File: src/rtl/node_interface_if.sv
// Bundles the core-side TX/RX streams and switch-side flit handshakes of one node.
// master = environment (core + switch) driving the node; slave = node_interface itself.
// Flit layout: {marker, dest[ADDR_SIZE-1:0], payload[DATA_SIZE-1:0]}.
interface node_interface_if #(
    parameter int DATA_SIZE = 32,
    parameter int ADDR_SIZE = 4
);
    localparam int BUS_SIZE = DATA_SIZE + ADDR_SIZE + 1;

    // core -> node word stream
    logic                 core_tx_valid;
    logic [ADDR_SIZE-1:0] core_tx_dest;
    logic [DATA_SIZE-1:0] core_tx_data;
    logic                 core_tx_ready;

    // node -> core word stream
    logic                 core_rx_valid;
    logic [DATA_SIZE-1:0] core_rx_data;
    logic                 core_rx_ready;

    // node -> switch flits
    logic                 sw_wr_ready_out;
    logic                 sw_r_ready_in;
    logic [BUS_SIZE-1:0]  sw_data_o;

    // switch -> node flits
    logic                 sw_wr_ready_in;
    logic                 sw_r_ready_out;
    logic [BUS_SIZE-1:0]  sw_data_i;

    modport master (
        output core_tx_valid, core_tx_dest, core_tx_data,
        input  core_tx_ready,
        input  core_rx_valid, core_rx_data,
        output core_rx_ready,
        input  sw_wr_ready_out, sw_data_o,
        output sw_r_ready_in,
        output sw_wr_ready_in, sw_data_i,
        input  sw_r_ready_out
    );

    modport slave (
        input  core_tx_valid, core_tx_dest, core_tx_data,
        output core_tx_ready,
        output core_rx_valid, core_rx_data,
        input  core_rx_ready,
        output sw_wr_ready_out, sw_data_o,
        input  sw_r_ready_in,
        input  sw_wr_ready_in, sw_data_i,
        output sw_r_ready_out
    );
endinterface

File: src/rtl/node_interface.sv
// Generic 2-entry FIFO with registered full/empty (pointer + wrap-bit scheme).
// Latency: a word written at edge N is at the head after edge N.
// Backpressure: wr_rdy = !full from registered state; pop while full frees space next cycle.
module fifo2 #(
    parameter int WIDTH = 8
) (
    input  logic             clk,
    input  logic             rst,
    input  logic             wr_vld,
    output logic             wr_rdy,
    input  logic [WIDTH-1:0] wr_dat,
    output logic             rd_vld,
    input  logic             rd_rdy,
    output logic [WIDTH-1:0] rd_dat
);
    logic [WIDTH-1:0] mem_q [2];
    logic [WIDTH-1:0] mem_d [2];
    logic             wr_ptr_q, wr_ptr_d;
    logic             wr_wrap_q, wr_wrap_d;
    logic             rd_ptr_q, rd_ptr_d;
    logic             rd_wrap_q, rd_wrap_d;
    logic             full;
    logic             empty;
    logic             push;
    logic             pop;

    assign full   = (wr_ptr_q == rd_ptr_q) && (wr_wrap_q != rd_wrap_q);
    assign empty  = (wr_ptr_q == rd_ptr_q) && (wr_wrap_q == rd_wrap_q);
    assign wr_rdy = !full;
    assign rd_vld = !empty;
    assign rd_dat = mem_q[rd_ptr_q];
    assign push   = wr_vld && !full;
    assign pop    = rd_rdy && !empty;

    // Next-state: write at wr_ptr on push, advance {wrap,ptr} pairs so ptr wraps 1->0 and flips wrap.
    always_comb begin
        mem_d[0]  = mem_q[0];
        mem_d[1]  = mem_q[1];
        wr_ptr_d  = wr_ptr_q;
        wr_wrap_d = wr_wrap_q;
        rd_ptr_d  = rd_ptr_q;
        rd_wrap_d = rd_wrap_q;
        if (push) begin
            mem_d[wr_ptr_q]         = wr_dat;
            {wr_wrap_d, wr_ptr_d}   = {wr_wrap_q, wr_ptr_q} + 2'd1;
        end
        if (pop) begin
            {rd_wrap_d, rd_ptr_d}   = {rd_wrap_q, rd_ptr_q} + 2'd1;
        end
    end

    // State register; reset clears storage so the head reads zero.
    always_ff @(posedge clk or posedge rst) begin
        if (rst) begin
            mem_q[0]  <= '0;
            mem_q[1]  <= '0;
            wr_ptr_q  <= 1'b0;
            wr_wrap_q <= 1'b0;
            rd_ptr_q  <= 1'b0;
            rd_wrap_q <= 1'b0;
        end else begin
            mem_q[0]  <= mem_d[0];
            mem_q[1]  <= mem_d[1];
            wr_ptr_q  <= wr_ptr_d;
            wr_wrap_q <= wr_wrap_d;
            rd_ptr_q  <= rd_ptr_d;
            rd_wrap_q <= rd_wrap_d;
        end
    end
endmodule

// Local-port endpoint: core words -> switch flits, switch flits -> core words, with stats.
// Latency: 1 cycle core->sw_data_o and sw_data_i->core_rx_valid through 2-entry FIFOs.
// Backpressure: core_tx_ready/sw_r_ready_out = FIFO not full (registered); misrouted flits are consumed.
module node_interface #(
    parameter int DATA_SIZE = 32,
    parameter int ADDR_SIZE = 4,
    parameter int ADDR      = 0,
    parameter int CNT_SIZE  = 16
) (
    input  logic                clk,
    input  logic                a_rst,
    node_interface_if.slave     bus,
    output logic [CNT_SIZE-1:0] tx_count,
    output logic [CNT_SIZE-1:0] rx_count,
    output logic [CNT_SIZE-1:0] err_count
);
    localparam int BUS_SIZE = DATA_SIZE + ADDR_SIZE + 1;
    localparam logic [CNT_SIZE-1:0] CNT_MAX = '1;
    localparam logic [CNT_SIZE-1:0] CNT_ONE = {{(CNT_SIZE-1){1'b0}}, 1'b1};

    logic [BUS_SIZE-1:0]  tx_flit;
    logic                 tx_rd_vld;
    logic                 tx_fire;
    logic                 rx_marker;
    logic [ADDR_SIZE-1:0] rx_dest;
    logic                 rx_good;
    logic                 rx_wr_rdy;
    logic                 rx_accept;
    logic                 rx_push;
    logic                 rx_drop;
    logic [CNT_SIZE-1:0]  tx_count_q, tx_count_d;
    logic [CNT_SIZE-1:0]  rx_count_q, rx_count_d;
    logic [CNT_SIZE-1:0]  err_count_q, err_count_d;

    // TX: every accepted core word becomes a marked flit.
    assign tx_flit = {1'b1, bus.core_tx_dest, bus.core_tx_data};

    fifo2 #(.WIDTH(BUS_SIZE)) u_tx_fifo (
        .clk    (clk),
        .rst    (a_rst),
        .wr_vld (bus.core_tx_valid),
        .wr_rdy (bus.core_tx_ready),
        .wr_dat (tx_flit),
        .rd_vld (tx_rd_vld),
        .rd_rdy (bus.sw_r_ready_in),
        .rd_dat (bus.sw_data_o)
    );

    assign bus.sw_wr_ready_out = tx_rd_vld;
    assign tx_fire             = tx_rd_vld && bus.sw_r_ready_in;

    // RX: only marked flits addressed to this node are stored; the rest are still handshaken.
    assign rx_marker = bus.sw_data_i[BUS_SIZE-1];
    assign rx_dest   = bus.sw_data_i[BUS_SIZE-2:DATA_SIZE];
    assign rx_good   = rx_marker && (rx_dest == ADDR_SIZE'(ADDR));
    assign rx_accept = bus.sw_wr_ready_in && rx_wr_rdy;
    assign rx_push   = rx_accept && rx_good;
    assign rx_drop   = rx_accept && !rx_good;

    fifo2 #(.WIDTH(DATA_SIZE)) u_rx_fifo (
        .clk    (clk),
        .rst    (a_rst),
        .wr_vld (bus.sw_wr_ready_in && rx_good),
        .wr_rdy (rx_wr_rdy),
        .wr_dat (bus.sw_data_i[DATA_SIZE-1:0]),
        .rd_vld (bus.core_rx_valid),
        .rd_rdy (bus.core_rx_ready),
        .rd_dat (bus.core_rx_data)
    );

    assign bus.sw_r_ready_out = rx_wr_rdy;

    // Saturating statistics counters: hold at all-ones instead of wrapping.
    always_comb begin
        tx_count_d  = tx_count_q;
        rx_count_d  = rx_count_q;
        err_count_d = err_count_q;
        if (tx_fire && (tx_count_q != CNT_MAX)) begin
            tx_count_d = tx_count_q + CNT_ONE;
        end
        if (rx_push && (rx_count_q != CNT_MAX)) begin
            rx_count_d = rx_count_q + CNT_ONE;
        end
        if (rx_drop && (err_count_q != CNT_MAX)) begin
            err_count_d = err_count_q + CNT_ONE;
        end
    end

    // Counter registers.
    always_ff @(posedge clk or posedge a_rst) begin
        if (a_rst) begin
            tx_count_q  <= '0;
            rx_count_q  <= '0;
            err_count_q <= '0;
        end else begin
            tx_count_q  <= tx_count_d;
            rx_count_q  <= rx_count_d;
            err_count_q <= err_count_d;
        end
    end

    assign tx_count  = tx_count_q;
    assign rx_count  = rx_count_q;
    assign err_count = err_count_q;
endmodule

File: src/flat_wrapper.sv
// flat-port wrapper written by rule: the top's interface ports become plain ports
module node_interface_flat 
#(
    parameter int DATA_SIZE = 32,
    parameter int ADDR_SIZE = 4,
    parameter int ADDR      = 0,
    parameter int CNT_SIZE  = 16
)
  (clk, a_rst, tx_count, rx_count, err_count, bus_core_tx_valid, bus_core_tx_dest, bus_core_tx_data, bus_core_tx_ready, bus_core_rx_valid, bus_core_rx_data, bus_core_rx_ready, bus_sw_wr_ready_out, bus_sw_data_o, bus_sw_r_ready_in, bus_sw_wr_ready_in, bus_sw_data_i, bus_sw_r_ready_out);
  node_interface_if #(.DATA_SIZE(DATA_SIZE), .ADDR_SIZE(ADDR_SIZE)) bus_i ();
  input  logic clk;
  input  logic a_rst;
  output logic [CNT_SIZE-1:0] tx_count;
  output logic [CNT_SIZE-1:0] rx_count;
  output logic [CNT_SIZE-1:0] err_count;
  input wire logic [$bits(bus_i.core_tx_valid)-1:0] bus_core_tx_valid;
  input wire logic [$bits(bus_i.core_tx_dest)-1:0] bus_core_tx_dest;
  input wire logic [$bits(bus_i.core_tx_data)-1:0] bus_core_tx_data;
  output wire logic [$bits(bus_i.core_tx_ready)-1:0] bus_core_tx_ready;
  output wire logic [$bits(bus_i.core_rx_valid)-1:0] bus_core_rx_valid;
  output wire logic [$bits(bus_i.core_rx_data)-1:0] bus_core_rx_data;
  input wire logic [$bits(bus_i.core_rx_ready)-1:0] bus_core_rx_ready;
  output wire logic [$bits(bus_i.sw_wr_ready_out)-1:0] bus_sw_wr_ready_out;
  output wire logic [$bits(bus_i.sw_data_o)-1:0] bus_sw_data_o;
  input wire logic [$bits(bus_i.sw_r_ready_in)-1:0] bus_sw_r_ready_in;
  input wire logic [$bits(bus_i.sw_wr_ready_in)-1:0] bus_sw_wr_ready_in;
  input wire logic [$bits(bus_i.sw_data_i)-1:0] bus_sw_data_i;
  output wire logic [$bits(bus_i.sw_r_ready_out)-1:0] bus_sw_r_ready_out;
  assign bus_i.core_tx_valid = bus_core_tx_valid;
  assign bus_i.core_tx_dest = bus_core_tx_dest;
  assign bus_i.core_tx_data = bus_core_tx_data;
  assign bus_core_tx_ready = bus_i.core_tx_ready;
  assign bus_core_rx_valid = bus_i.core_rx_valid;
  assign bus_core_rx_data = bus_i.core_rx_data;
  assign bus_i.core_rx_ready = bus_core_rx_ready;
  assign bus_sw_wr_ready_out = bus_i.sw_wr_ready_out;
  assign bus_sw_data_o = bus_i.sw_data_o;
  assign bus_i.sw_r_ready_in = bus_sw_r_ready_in;
  assign bus_i.sw_wr_ready_in = bus_sw_wr_ready_in;
  assign bus_i.sw_data_i = bus_sw_data_i;
  assign bus_sw_r_ready_out = bus_i.sw_r_ready_out;
  node_interface #(.DATA_SIZE(DATA_SIZE), .ADDR_SIZE(ADDR_SIZE), .ADDR(ADDR), .CNT_SIZE(CNT_SIZE)) u_core (.clk(clk), .a_rst(a_rst), .bus(bus_i), .tx_count(tx_count), .rx_count(rx_count), .err_count(err_count));
endmodule
File: config.mk
export PLATFORM = sky130hd
export DESIGN_NAME = node_interface_flat
export DESIGN_NICKNAME = d
export VERILOG_FILES = /design/src/rtl/node_interface_if.sv /design/src/rtl/node_interface.sv /design/src/flat_wrapper.sv
export SDC_FILE = /design/constraint.sdc
export NUM_CORES = 1
export LEC_CHECK = 0
export CAP_MARGIN = 20
export CORE_ASPECT_RATIO = 0.8
export CORE_MARGIN = 10
export CORE_UTILIZATION = 40
export CTS_CLUSTER_SIZE = 8
export DETAILED_ROUTE_END_ITERATION = 16
export MAX_ROUTING_LAYER = met4
export PLACE_DENSITY = 0.69
export SYNTH_ARGS = -nofsm -noshare
export SYNTH_HDL_FRONTEND = slang
export SYNTH_SLANG_ARGS = --single-unit
File: constraint.sdc
create_clock -name clk -period 5.8 [get_ports clk]
set_clock_uncertainty 0.1 [all_clocks]
set_input_delay 0.58 -clock clk [delete_from_list [all_inputs] [get_ports clk]]
set_output_delay 0.58 -clock clk [all_outputs]
set_load 0.01 [all_outputs]
==> results.md, run 1 <==
- Status: completed
- Core ar.: ~21000 sq um
- Combinational share of power: about 42%
- RSZ-0062 raised after global routing: no
- NetSw: 1.870 mW
- CP required: ~5 ns
- DP HPWL: 14980 um
- Vias in the first global route: roughly 6200
- Netlist cell types: 39
- Async set-reset flop share out of synthesis: 100.0%
- Pwr dens: 504.2 nW/um^2
- Diodes inserted: 0
- Mean post-synth cell area: between 10 and 15 sq um
- Post-Syn Nets: between 700 and 800
- CTS Buf Count: 17
- Leakage power: approximately 5 nW
- Slowest stage cell, crit path: dfrtp_2
- DRC: 0
- Worst setup SP type: register
- Via density: 5.110
- CP Capture Type: primary output
- Initial DRT Pass Iterations: 4
- Nets: around 910
- Gp weighted congestion: 0.8702
- Final core occ: between 50% and 60%
- Critical Path AT: 2.51 ns
- Port bufs: 199
- Routed len/inst: roughly 19 um
- Max IR drop VDD: about 0.30 mV
- Mapped Area: 8608 sq um
- Worst path cell trace: xnor2_1 -> nand2b_1 -> clkdlybuf4s50_1
- R2R depth: 5
- Hold depth: 1
- Final period util: a little under three fifths
- Final global-route overflow total: 0
- Slew Limit Fails: 0
- Internal power: 3.935 mW
- Crit. path cell count: 3
- Post-route ant nets: 0
- Synth warn: 0
- Sequential fraction of the synthesis area: 56.40%
- Worst Path Max Fanout: 40
- DRT iter0 DRCs: 269
- Most frequent cells in the layout: mux2_2, clkdlybuf4s50_1, dfrtp_1
- Latest clock arrival within the worst-skew pair: ~0.43 ns
- Net Sw Frac: approximately a third
- Worst min path class: reg -> reg
- Final Critical Period: between 3 and 4 ns
- Full die area: 27820 sq um
- Max Fclk: 313.2 MHz
- Synthesized flop and latch total: around 190
- Num rows: 47
- Clock power frac: 20.3%
- Root Driver: clkbuf_16
- Relative slew slack: ~34%
- Buf+Inv Stages, Crit Path: 1
- Synth area leaders: dfrtp_1, mux2_2, xnor2_1
- Clock slew at reported path FFs: 0.07 ns
- Synth Instances: between 600 and 700
- Commonest non-fill, non-tap cell in the layout: mux2_2
- Clk buf depth: 2
- Initial antenna violation count: 0
- Max Cap Violations: 0
- Vias: around 5700
- Cts hold-fix bufs: 0
- Pin count of the biggest net entering global routing: 95
- Final setup viols: 0
- WL final: roughly 21000 um
- Leading area contributor after synthesis: dfrtp_1
- Layout cells sized above 1: ~31%
- Setup CP Type: reg -> out
- H-tree depth reported by CTS: 4
- Sequential Power Share: 37.5%
- Clk sinks: around 190
- Total GRT Usage: between 15 and 20%
- Resized cells post-CTS: 0
- Setup_tns: 0 ns
- Area Growth Syn to Fin: 33.72%
- First-pass GRT wire length: roughly 34000 um
- Delay-heaviest family, CP: flip-flops
- Post-synth EDFFs: 0
- Synth top area share: between 50% and 60%
- Ys flop type: dfrtp_1
- Die width: 184.0 um
- Final hold viol count: 0
- CP peak stage delay: 1.01 ns
- IO Count: 200
- Postcts setup bufs: 0
- CTS tree: yes
- Die H: about 150 um
- Initial core utilization: 41.12%
- Hold slack: ~0.36 ns
- Slew @ Worst Pin: a little under 1 ns
==> power by group through the flow <==
stage,sequential (mW),clock (mW),combinational (mW)
2_1_floorplan,2.08,0,1.43
3_3_place_gp,2.16,0,2.42
3_5_place_dp,2.20,0,2.48
4_1_cts,2.18,1.21,2.50
5_1_grt,2.24,1.27,2.64
6_report,2.18,1.18,2.45
==> Yosys cell counts (2+ instances only) <==
cell type / number
or4_1: 2
nand2b_1: 4
nor3_1: 13
nor2_1: 17
mux2_2: 212
nand3_1: 18
or2_2: 3
xor2_1: 21
and4_1: 4
inv_1: 9
o21ai_0: 7
and3_1: 2
and2_1: 2
nand4_1: 13
nor4_1: 7
ha_1: 3
buf_2: 11
dfrtp_1: 194
clkbuf_1: 5
xnor2_1: 26
buf_4: 3
nand2_1: 28
buf_1: 6
==> metrics by stage <==
step                area, sq um  total power, mW  setup slack [ns]  instances
floorplan                  8612            3.510             2.616        626
global placement          10880            4.577             2.663       1074
finish                    11510            5.804             2.607       1107
global route              11510            6.146             2.439       1107
detailed placement        10890            4.683             2.536       1075
CTS                       11480            5.890             2.518       1106
==> logic make-up after synthesis <==
kind of cell,count (synthesis),share of synthesized area (%)
muxes,214,27.98
DFF,194,56.40
AOI/OAI and AO/OA,16,1.526
buffers and inverters,34,1.773
xor gates and xnor gates,47,4.782
adders and majority gates,3,0.4361
and+or+nand+nor,118,7.107
==> cell type report <==
cell class / count / area, sq um
multi-input cells: 398 / 3608
well taps: 269 / 336.6
clock inverters: 14 / 170.2
clock buffers: 17 / 425.4
flip-flops and latches: 194 / 4856
inverters: 9 / 37.54
fillers: 1715 / 9424
repair buffers: 206 / 2077
==> flip-flops by register name (all words and copies together), names as in the netlist <==
| signal | cells |
|---|---|
| u_core.u_tx_fifo.wr_wrap_q | 1 |
| u_core.u_tx_fifo.wr_ptr_q | 1 |
| u_core.u_tx_fifo.mem_q | 74 |
| u_core.u_rx_fifo.wr_ptr_q | 1 |
| u_core.u_rx_fifo.rd_wrap_q | 1 |
| u_core.u_rx_fifo.rd_ptr_q | 1 |
| u_core.rx_count | 16 |
| u_core.tx_count | 16 |
| u_core.u_rx_fifo.wr_wrap_q | 1 |
| u_core.err_count | 16 |
| u_core.u_tx_fifo.rd_ptr_q | 1 |
| u_core.u_tx_fifo.rd_wrap_q | 1 |
| u_core.u_rx_fifo.mem_q | 64 |
==> path summary, 6_finish.rpt <==
path | endpoint | start | slack, ns
max in group asynchronous | u_core.u_tx_fifo.rd_ptr_q | a_rst | 3.72
max reg2reg | u_core.u_tx_fifo.mem_q[64] | u_core.u_tx_fifo.rd_ptr_q | 2.81
min in group asynchronous | u_core.u_tx_fifo.mem_q[23] | a_rst | 0.51
min reg2reg | u_core.u_tx_fifo.mem_q[36] | u_core.u_tx_fifo.mem_q[36] | 0.36
min | u_core.u_tx_fifo.mem_q[36] | u_core.u_tx_fifo.mem_q[36] | 0.36
max | bus_core_tx_ready | u_core.u_tx_fifo.rd_ptr_q | 2.61
==> routing by layer <==
layer,share of wire (%),up-vias,global-route usage [%]
met5,0,-,-
met4,1.3,0,4.456
met3,4.7,17,3.543
met2,51,144,25.71
met1,43,2861,18.67
li1,-,2635,-
Power figures use the tool's default switching activity.
==> inputs of run 2 (changes only) <==
Clock period 5.8 ns to 2.9 ns, I/O delays scaled along.
==> results.md, run 2 (same netlist as run 1, synthesis figures left out) <==
- Most flops, register: u_core.u_tx_fifo.mem_q (unchanged)
- Worst min path class: in -> async (was reg -> reg)
- Final setup viols: 0 (unchanged)
- H-tree depth reported by CTS: 4 (unchanged)
- Vias: 5697 (was 5657)
- Setup CP Type: reg -> out (unchanged)
- Max Cap Violations: 0 (unchanged)
- CTS tree: yes (unchanged)
- Initial core utilization: 41.12% (unchanged)
- Max Fclk: just under 400 MHz
- Latest clock arrival within the worst-skew pair: 0.43 ns (about the same)
- Placed standard-cell area: 10960 sq um (was 10890 sq um)
- Largest regs: u_core.u_tx_fifo.mem_q x74, u_core.u_rx_fifo.mem_q x64 (unchanged)
- Slew Limit Fails: 0 (unchanged)
- Final period util: roughly 89%
- DRC: 0 (unchanged)
- Slew @ Worst Pin: 1.003 ns (was 0.9839 ns)
- Postcts setup bufs: 0 (unchanged)
- IO Count: 200 (unchanged)
- Pwr dens: 1004 nW/um^2 (was 504.2 nW/um^2)
- Num rows: 47 (unchanged)
- Final hold viol count: 0 (unchanged)
- Resized cells post-CTS: 0 (unchanged)
- Full die area: 27820 sq um (unchanged)
- PnR worst setup slack: 0.3327 ns (was 2.607 ns)
- Clk sinks: 194 (unchanged)
- Worst setup SP type: register (unchanged)
- Most frequent cells in the layout: mux2_2, clkdlybuf4s50_1, dfrtp_1 (unchanged)
- Port bufs: 199 (unchanged)
- Max IR drop VDD: 0.4729 mV (was 0.3006 mV)
- Die width: 184.0 um (unchanged)
- RSZ-0062 raised after global routing: no (unchanged)
- Placement Setup Slack: 0.4078 ns (was 2.536 ns)
- Max FFs per register: 74 (unchanged)
- Vias in the first global route: 6335 (was 6219)
- Nets: 912 (was 908)
- Total GRT Usage: 15.74% (was 15.51%)
- Final Critical Period: about 2.6 ns
- Post-route ant nets: 0 (unchanged)
- Finished Layout Cells: 1111 (was 1107)
- DRT iter0 DRCs: 332 (was 269)
- Design Power: 11.58 mW (was 5.804 mW)
- Slowest stage cell, crit path: clkdlybuf4s50_1 (was dfrtp_2)
- Clock slew at reported path FFs: 0.07 ns (about the same)
- CTS Buf Count: 17 (unchanged)
- Via density: 5.128 (was 5.110)
- Worst Path Max Fanout: 39 (was 40)
- Pin count of the biggest net entering global routing: 87 (was 95)
- CP Capture Type: primary output (unchanged)
- Worst path cell trace: buf_4 -> mux2_2 -> clkdlybuf4s50_1 (was xnor2_1 -> nand2b_1 -> clkdlybuf4s50_1)
- Clk buf depth: 2 (unchanged)
- First-pass GRT wire length: 34040 um (was 33550 um)
- Area Growth Syn to Fin: 33.91% (was 33.72%)
- WL final: 21110 um (was 21000 um)
- Core ar.: 20940 sq um (unchanged)
- Die H: 151.2 um (unchanged)
- # placed instances: 1080 (was 1075)
- Routed len/inst: 19.00 um (was 18.97 um)
- Initial DRT Pass Iterations: 4 (unchanged)
- Initial antenna violation count: 0 (unchanged)
- Design Area, Final: 11530 sq um (was 11510 sq um)
- Leakage power: 4.977 nW (was 4.978 nW)
- Hold slack: 0.04903 ns (was 0.3610 ns)
- Final global-route overflow total: 0 (unchanged)
- Relative slew slack: 33.13% (was 34.40%)
- Layout cells sized above 1: 31.24% (was 31.03%)
- DP HPWL: 15070 um (was 14980 um)
- Cts hold-fix bufs: 0 (unchanged)
- Commonest non-fill, non-tap cell in the layout: mux2_2 (unchanged)
- CP peak stage delay: 0.49 ns (was 1.01 ns)
- Gp weighted congestion: 0.8676 (was 0.8702)
- Setup_tns: 0 ns (unchanged)
- Critical Path AT: 2.18 ns (was 2.51 ns)
- CP required: 2.51 ns (was 5.12 ns)
- Final core occ: 55.06% (was 54.98%)
- Diodes inserted: 0 (unchanged)
- Root Driver: clkbuf_16 (unchanged)
- Status: completed (unchanged)
[run 2: worst max-delay path: cells and delay by family (launching register included)]
| family | cells | cell delay [ns] |
|---|---|---|
| DFF | 1 | 0.36 |
| buffers and inverters | 2 | 0.97 |
| muxes | 1 | 0.42 |
[run 2: worst paths after layout]
| kind | from | to | slack, ns | cells after the start |
|---|---|---|---|---|
| worst max-delay path | u_core.u_tx_fifo.rd_ptr_q | bus_sw_data_o[27] | 0.33 | 3 |
| min in group clk | u_core.u_tx_fifo.mem_q[73] | u_core.u_tx_fifo.mem_q[73] | 0.36 | 1 |
| worst min register to register | u_core.u_tx_fifo.mem_q[73] | u_core.u_tx_fifo.mem_q[73] | 0.36 | 1 |
| worst max register to register | u_core.u_tx_fifo.wr_ptr_q | u_core.u_tx_fifo.mem_q[37] | 0.45 | 5 |
| worst min-delay path | a_rst | u_core.u_tx_fifo.mem_q[25] | 0.05 | 2 |
| max in group asynchronous | a_rst | u_core.u_rx_fifo.mem_q[23] | 1.91 | 3 |
[run 2: metal layers]
metal  part of all wire (%)  routed length (um)  global-route usage [%]
met1                     44                9390                   19.24
met2                     50               10490                   25.43
met3                    4.8                1018                   4.381
met4                   0.99                 208                   3.843
met5                      0                   0                       -
[run 2: cell type report]
type                       count  area [sq um]
multi-input combinational    398          3608
tap                          269         336.6
clock buffer                  19         442.9
inverter                       9         37.54
clock inverter                12         121.4
sequential                   194          4856
fill                        1705          9408
timing repair buffer         210          2125
[run 2: power breakdown]
| group | internal [mW] | switching (mW) |
|---|---|---|
| combinational | 2.99 | 2.06 |
| sequential | 3.67 | 0.581 |
| clock | 1.22 | 1.06 |
==> RTL change 1: new RTL, settings of run 1 <==
`ADDR_SIZE` is set to 4 in 3 places; all go to 8.
--- a/src/rtl/node_interface_if.sv
+++ b/src/rtl/node_interface_if.sv
@@ -4,5 +4,5 @@
 interface node_interface_if #(
     parameter int DATA_SIZE = 32,
-    parameter int ADDR_SIZE = 4
+    parameter int ADDR_SIZE = 8
 );
     localparam int BUS_SIZE = DATA_SIZE + ADDR_SIZE + 1;
--- a/src/rtl/node_interface.sv
+++ b/src/rtl/node_interface.sv
@@ -75,5 +75,5 @@
 module node_interface #(
     parameter int DATA_SIZE = 32,
-    parameter int ADDR_SIZE = 4,
+    parameter int ADDR_SIZE = 8,
     parameter int ADDR      = 0,
     parameter int CNT_SIZE  = 16
--- a/src/flat_wrapper.sv
+++ b/src/flat_wrapper.sv
@@ -3,5 +3,5 @@
 #(
     parameter int DATA_SIZE = 32,
-    parameter int ADDR_SIZE = 4,
+    parameter int ADDR_SIZE = 8,
     parameter int ADDR      = 0,
     parameter int CNT_SIZE  = 16
Ports: changed (resized bus_core_tx_dest, bus_sw_data_i and bus_sw_data_o); port bits go from 200 to 212. The function was not compared with the original's and may differ.
==> RTL change 1 against run 1 <==
Synthesized cell count increased by 2.1%; highest routed layer unchanged; cell area increased by 5.4%; worst setup slack improved by 0.17 ns; routed wire length increased by 1.7%; global-route usage decreased by 0.80 points; sequential power decreased by 8%; power decreased by 5.4%; area after synthesis increased by 4.1%; sequential cell count increased by 8.
==> RTL change 1: results (changes against run 1) <==
Outcome
  – Status: complete, no violations (unchanged)

GRT
  – Largest net degree at the start of global routing: 181 (was 95)
  – Global router's overall resource usage: 14.7% (was 15.5%)
  – First-pass GRT wire length: 34200 um (was 33500 um)
  – Vias in the first global route: 6123 (was 6219)

Clocking
  – Clock buffer depth: 3 (was 2)
  – Worst skew pair latency: 0.52 ns (was 0.43 ns)
  – Clk slew on worst S/H paths: 0.05 ns (was 0.07 ns)
  – H-tree Lvls: 1 (was 4)

Critical path
  – FF-to-FF End: u_core.u_tx_fifo.mem_q[58]$_DFFE_PP0P_ (was u_core.u_tx_fifo.mem_q[64]$_DFFE_PP0P_)
  – Crit-path slowest cell: buf_4 (was dfrtp_2)
  – Critical Path AT: 2.34 ns (was 2.51 ns)

Place
  – Detailed Place HPWL: 14700 um (was 15000 um)
  – Final GP Congestion: 0.745 (was 0.870)
  – Placed cells: 1130 (was 1075)
  – Place WS: 2.78 ns (was 2.54 ns)
  – Port-buffer cells: 211 (was 199)
  – Area after DPL: 11400 sq um (was 10900 sq um)

Synthesis
  – Netlist cell types: 38 (was 39)
  – Top cells by area, synth: dfrtp_1, mux2_2, xnor2_1 (unchanged)
  – Synth cell count leaders: mux2_2, dfrtp_1, xnor2_1 (was mux2_2, dfrtp_1, nand2_1)
  – Synthesized net count: 729 (was 708)
  – Post-Syn Instances: 639 (was 626)

Power
  – Static leakage: 5.28 nW (was 4.98 nW)

Layout
  – Biggest regs: u_core.u_tx_fifo.mem_q x82, u_core.u_rx_fifo.mem_q x64 (was u_core.u_tx_fifo.mem_q x74, u_core.u_rx_fifo.mem_q x64)
  – Layout cells sized above 1: 32.0% (was 31.0%)
  – Fin nets: 951 (was 908)

Timing
  – Worst Tran Pin Value: 0.987 ns (was 0.984 ns)
  – Crit share post-route: 52.1% (was 55.1%)

Route
  – WL per Instance: 18.4 um (was 19.0 um)
  – Via density: 4.94 (was 5.11)
## RTL change 1: cell types whose count changed after synthesis, moves of 3 or more
cell,before,now
xor2_1,21,14
buf_2,11,15
and3_1,2,9
xnor2_1,26,39
clkbuf_1,5,8
nor2_1,17,13
o21ai_0,7,1
nor3_1,13,7
or2_2,3,0
buf_1,6,0
nand4_1,13,17
mux2_2,212,223
inv_1,9,3
dfrtp_1,194,202
## RTL change 1: cells by family (layout without fill, tap and decap cells)
kind of cell,after synthesis,after routing,share of synthesized area (%)
AOI/OAI and AO/OA,6,6,0.447
xor gates and xnor gates,53,53,5.18
and+or+nand+nor,120,120,7.65
adders and majority gates,3,3,0.419
muxes,224,224,28.2
DFF,202,202,56.4
buffers and inverters,31,254,1.72
## RTL change 1: final cells by class
class | instances | area, sq um
fill | 1829 | 9670
sequential | 202 | 5060
multi-input combinational | 406 | 3750
timing repair buffer | 219 | 2180
clock buffer | 30 | 729
tap | 300 | 375
clock inverter | 2 | 17.5
inverter | 3 | 15.0
## RTL change 1: metal layers
layer / track usage [%] / share of wire, % / vias to the layer above
met5: - / 0 / -
met4: 3.76 / 2.0 / 0
met3: 3.37 / 4.8 / 29
met2: 22.7 / 46 / 123
met1: 19.3 / 47 / 2869
li1: - / - / 2715
## RTL change 1: how the worst max path moves through the flow
stage / to / startpoint
6_report: bus_sw_data_o[4] / u_core.u_tx_fifo.rd_ptr_q$_DFFE_PP0P_
3_3_place_gp: u_core.u_rx_fifo.mem_q[43]$_DFFE_PP0P_ / bus_sw_data_i[33]
2_1_floorplan: u_core.err_count[0]$_DFFE_PP0P_ / a_rst
4_1_cts: bus_sw_data_o[4] / u_core.u_tx_fifo.rd_ptr_q$_DFFE_PP0P_
3_5_place_dp: u_core.u_rx_fifo.mem_q[41]$_DFFE_PP0P_ / bus_sw_data_i[33]
5_1_grt: bus_core_tx_ready / u_core.u_tx_fifo.rd_ptr_q$_DFFE_PP0P_
## RTL change 1: power breakdown
group	internal (mW)	switching, mW
Clock	0.872	0.554
Combinational	1.22	0.851
Sequential	1.78	0.212
Total	3.87	1.62
## RTL change 1: critical path, delay by kind of cell, from the launching register on
family   cells  cell delay [ns]
flops        1             0.33
mux          1             0.41
buf+inv      2             1.04
==> RTL change 2: new RTL, flow settings as in run 1 <==
Made on the original files. Reset style: synchronous (`a_rst` and `rst`), changed in 2 clocked blocks.
--- a/src/rtl/node_interface.sv
+++ b/src/rtl/node_interface.sv
@@ -51,5 +51,5 @@
 
     // State register; reset clears storage so the head reads zero.
-    always_ff @(posedge clk or posedge rst) begin
+    always_ff @(posedge clk) begin
         if (rst) begin
             mem_q[0]  <= '0;
@@ -159,5 +159,5 @@
 
     // Counter registers.
-    always_ff @(posedge clk or posedge a_rst) begin
+    always_ff @(posedge clk) begin
         if (a_rst) begin
             tx_count_q  <= '0;
Check against the original RTL: differs if a_rst is asserted again (counterexample within 4 cycles, from zero or initial values and one cycle with a_rst high); with a_rst held inactive, the same outputs for 4 cycles.
==> RTL change 2 against run 1 <==
Routed wire length is 11% higher; largest cell class is now multi-input combinational cells; sequential cell count is 2 higher; count of clock-buffer cells in the layout is 1 higher; core utilization is 1.0 points lower; global-route usage is 1.5 points higher; area after synthesis is 2.7% lower; worst setup slack better by 0.26 ns; sequential share of layout area is 7.0 points lower; cell area is 3.2% lower.
Power is not compared: it rests on default switching activity, and its combinational part moved more than twofold at a synthesized area within 25%.
==> RTL change 2: results (changes against run 1) <==
Layout
  – Layout cells sized above 1: 10.3% (was 31.0%)
  – Fin nets: 1259 (was 908)
  – Fill count: 1892 (was 1715)

Min path
  – Hold_sp: u_core.u_tx_fifo.mem_q[0][12]$_SDFFE_PP0P_ (was u_core.u_tx_fifo.mem_q[36]$_DFFE_PP0P_)
  – Hold endpoint: u_core.u_tx_fifo.mem_q[0][12]$_SDFFE_PP0P_ (was u_core.u_tx_fifo.mem_q[36]$_DFFE_PP0P_)
  – Hold path depth: 2 (was 1)

GRT
  – Global router's overall resource usage: 17.0% (was 15.5%)
  – Met1 Use GR: 22.7% (was 18.7%)
  – Met3 GRT Util: 4.22% (was 3.54%)
  – First-pass GRT wire length: 37400 um (was 33500 um)
  – Largest net degree at the start of global routing: 97 (was 95)

Synthesis
  – XOR/XNOR Fraction of Synth Area: 4.60% (was 4.78%)
  – Multiplexer share of the synthesized area: 10.1% (was 28.0%)
  – Seq/Total Area, Yosys: 46.8% (was 56.4%)
  – Post-synthesis async set-or-reset flop share: 0% (was 100%)
  – Netlist cell types: 41 (was 39)
  – Synth Area in Adders: 0.448% (was 0.436%)
  – Synthesized net count: 1097 (was 708)
  – Synth cell count leaders: nand2_1, dfxtp_1, a21oi_1 (was mux2_2, dfrtp_1, nand2_1)
  – Top cells by area, synth: dfxtp_1, nand2_1, mux2_2 (was dfrtp_1, mux2_2, xnor2_1)

Place
  – Final GP Congestion: 0.810 (was 0.870)
  – Detailed Place HPWL: 15500 um (was 15000 um)

Outcome
  – Status: complete, no violations (unchanged)

Clocking
  – Clock buffer depth: 2 (unchanged)
  – Worst skew pair latency: 0.43 ns (about the same)

Critical path
  – R2R Setup Slk: 3.35 ns (was 2.81 ns)
  – R2R depth: 7 (was 5)
  – Crit-path max cell delay: 0.87 ns (was 1.01 ns)
  – FF-to-FF End: u_core.rx_count[3]$_SDFFE_PP0P_ (was u_core.u_tx_fifo.mem_q[64]$_DFFE_PP0P_)
  – Crit-path slowest cell: dfxtp_2 (was dfrtp_2)
  – Critical Path AT: 2.25 ns (was 2.51 ns)

Route
  – Via density: 5.08 (was 5.11)
  – Drt first pass iters: 6 (was 4)
  – Drt first-iter violations: 535 (was 269)
  – WL per Instance: 16.0 um (was 19.0 um)

Timing
  – Relative slew slack: 33.2% (was 34.4%)
## RTL change 2: changes by cell type after synthesis, moves of 5 or more
cell / change
and3_1: +6
nor3_1: -5
clkbuf_1: +36
mux2i_1: +5
nand2_1: +265
nor2_1: +41
mux2_2: -142
dfrtp_1: -194
nor4_1: +11
nand4_1: +7
a21oi_1: +144
buf_2: +5
inv_1: -6
dfxtp_1: +196
## RTL change 2: power by group
group          switching (mW)  total (mW)  internal [mW]
Clock                   0.595        1.18          0.582
Combinational           0.230       0.458          0.228
Sequential             0.0343        1.43           1.40
Total                   0.860        3.07           2.21
## RTL change 2: through the flow
stage | worst slack [ns] | instance area [sq um] | std cells | power (mW) | hold WS [ns]
after detailed placement | 2.48 | 10500 | 1426 | 1.92 | 0.343
after global routing | 2.80 | 11100 | 1459 | 3.20 | 0.370
after global placement | 2.54 | 10500 | 1426 | 1.92 | 0.338
after CTS | 2.83 | 11100 | 1458 | 3.10 | 0.355
final | 2.87 | 11100 | 1459 | 3.07 | 0.350
after floorplan | 3.71 | 8380 | 1015 | 1.71 | 0.333
## RTL change 2: metal layers
| metal | vias up | share of wire [%] |
|---|---|---|
| met3 | 13 | 5.9 |
| met1 | 3471 | 49 |
| met4 | 0 | 0.70 |
| li1 | 3753 | - |
| met2 | 172 | 45 |
| met5 | - | 0 |
## RTL change 2: kinds of logic (layout without fill, tap and decap cells)
logic type                 count (synthesis)  after routing
and+or+nand+nor                          459            459
DFF                                      196            196
AOI/OAI and AO/OA                        167            167
muxes                                     76             76
buffers and inverters                     70            245
xor gates and xnor gates                  44             44
adders and majority gates                  3              3
## RTL change 2: how the worst max path moves through the flow
stage	to	slack, ns	depth (start not counted)
after floorplan	u_core.err_count[9]$_SDFFE_PP0P_	3.71	7
after CTS	bus_core_rx_data[29]	2.83	2
after global placement	u_core.u_rx_fifo.mem_q[0][30]$_SDFFE_PP0P_	2.54	6
after detailed placement	u_core.u_rx_fifo.mem_q[0][27]$_SDFFE_PP0P_	2.48	6
after global routing	bus_core_rx_data[29]	2.80	2
final	bus_core_rx_data[29]	2.87	2
## RTL change 2: final cells by class
class,instances,area (sq um),area share (%)
Multi-Input combinational cell,749,4180,37.5
Sequential cell,196,3930,35.2
Clock inverter,14,165,1.48
Inverter,3,11.3,0.101
Clock buffer,18,429,3.85
Tap cell,269,337,3.02
Timing Repair Buffer,210,2100,18.8
## RTL change 2: worst max-delay path, delay by kind of cell (launching register included)
family	cells	cell delay, ns
DFF	1	0.87
muxes	1	0.44
buffers and inverters	1	0.49
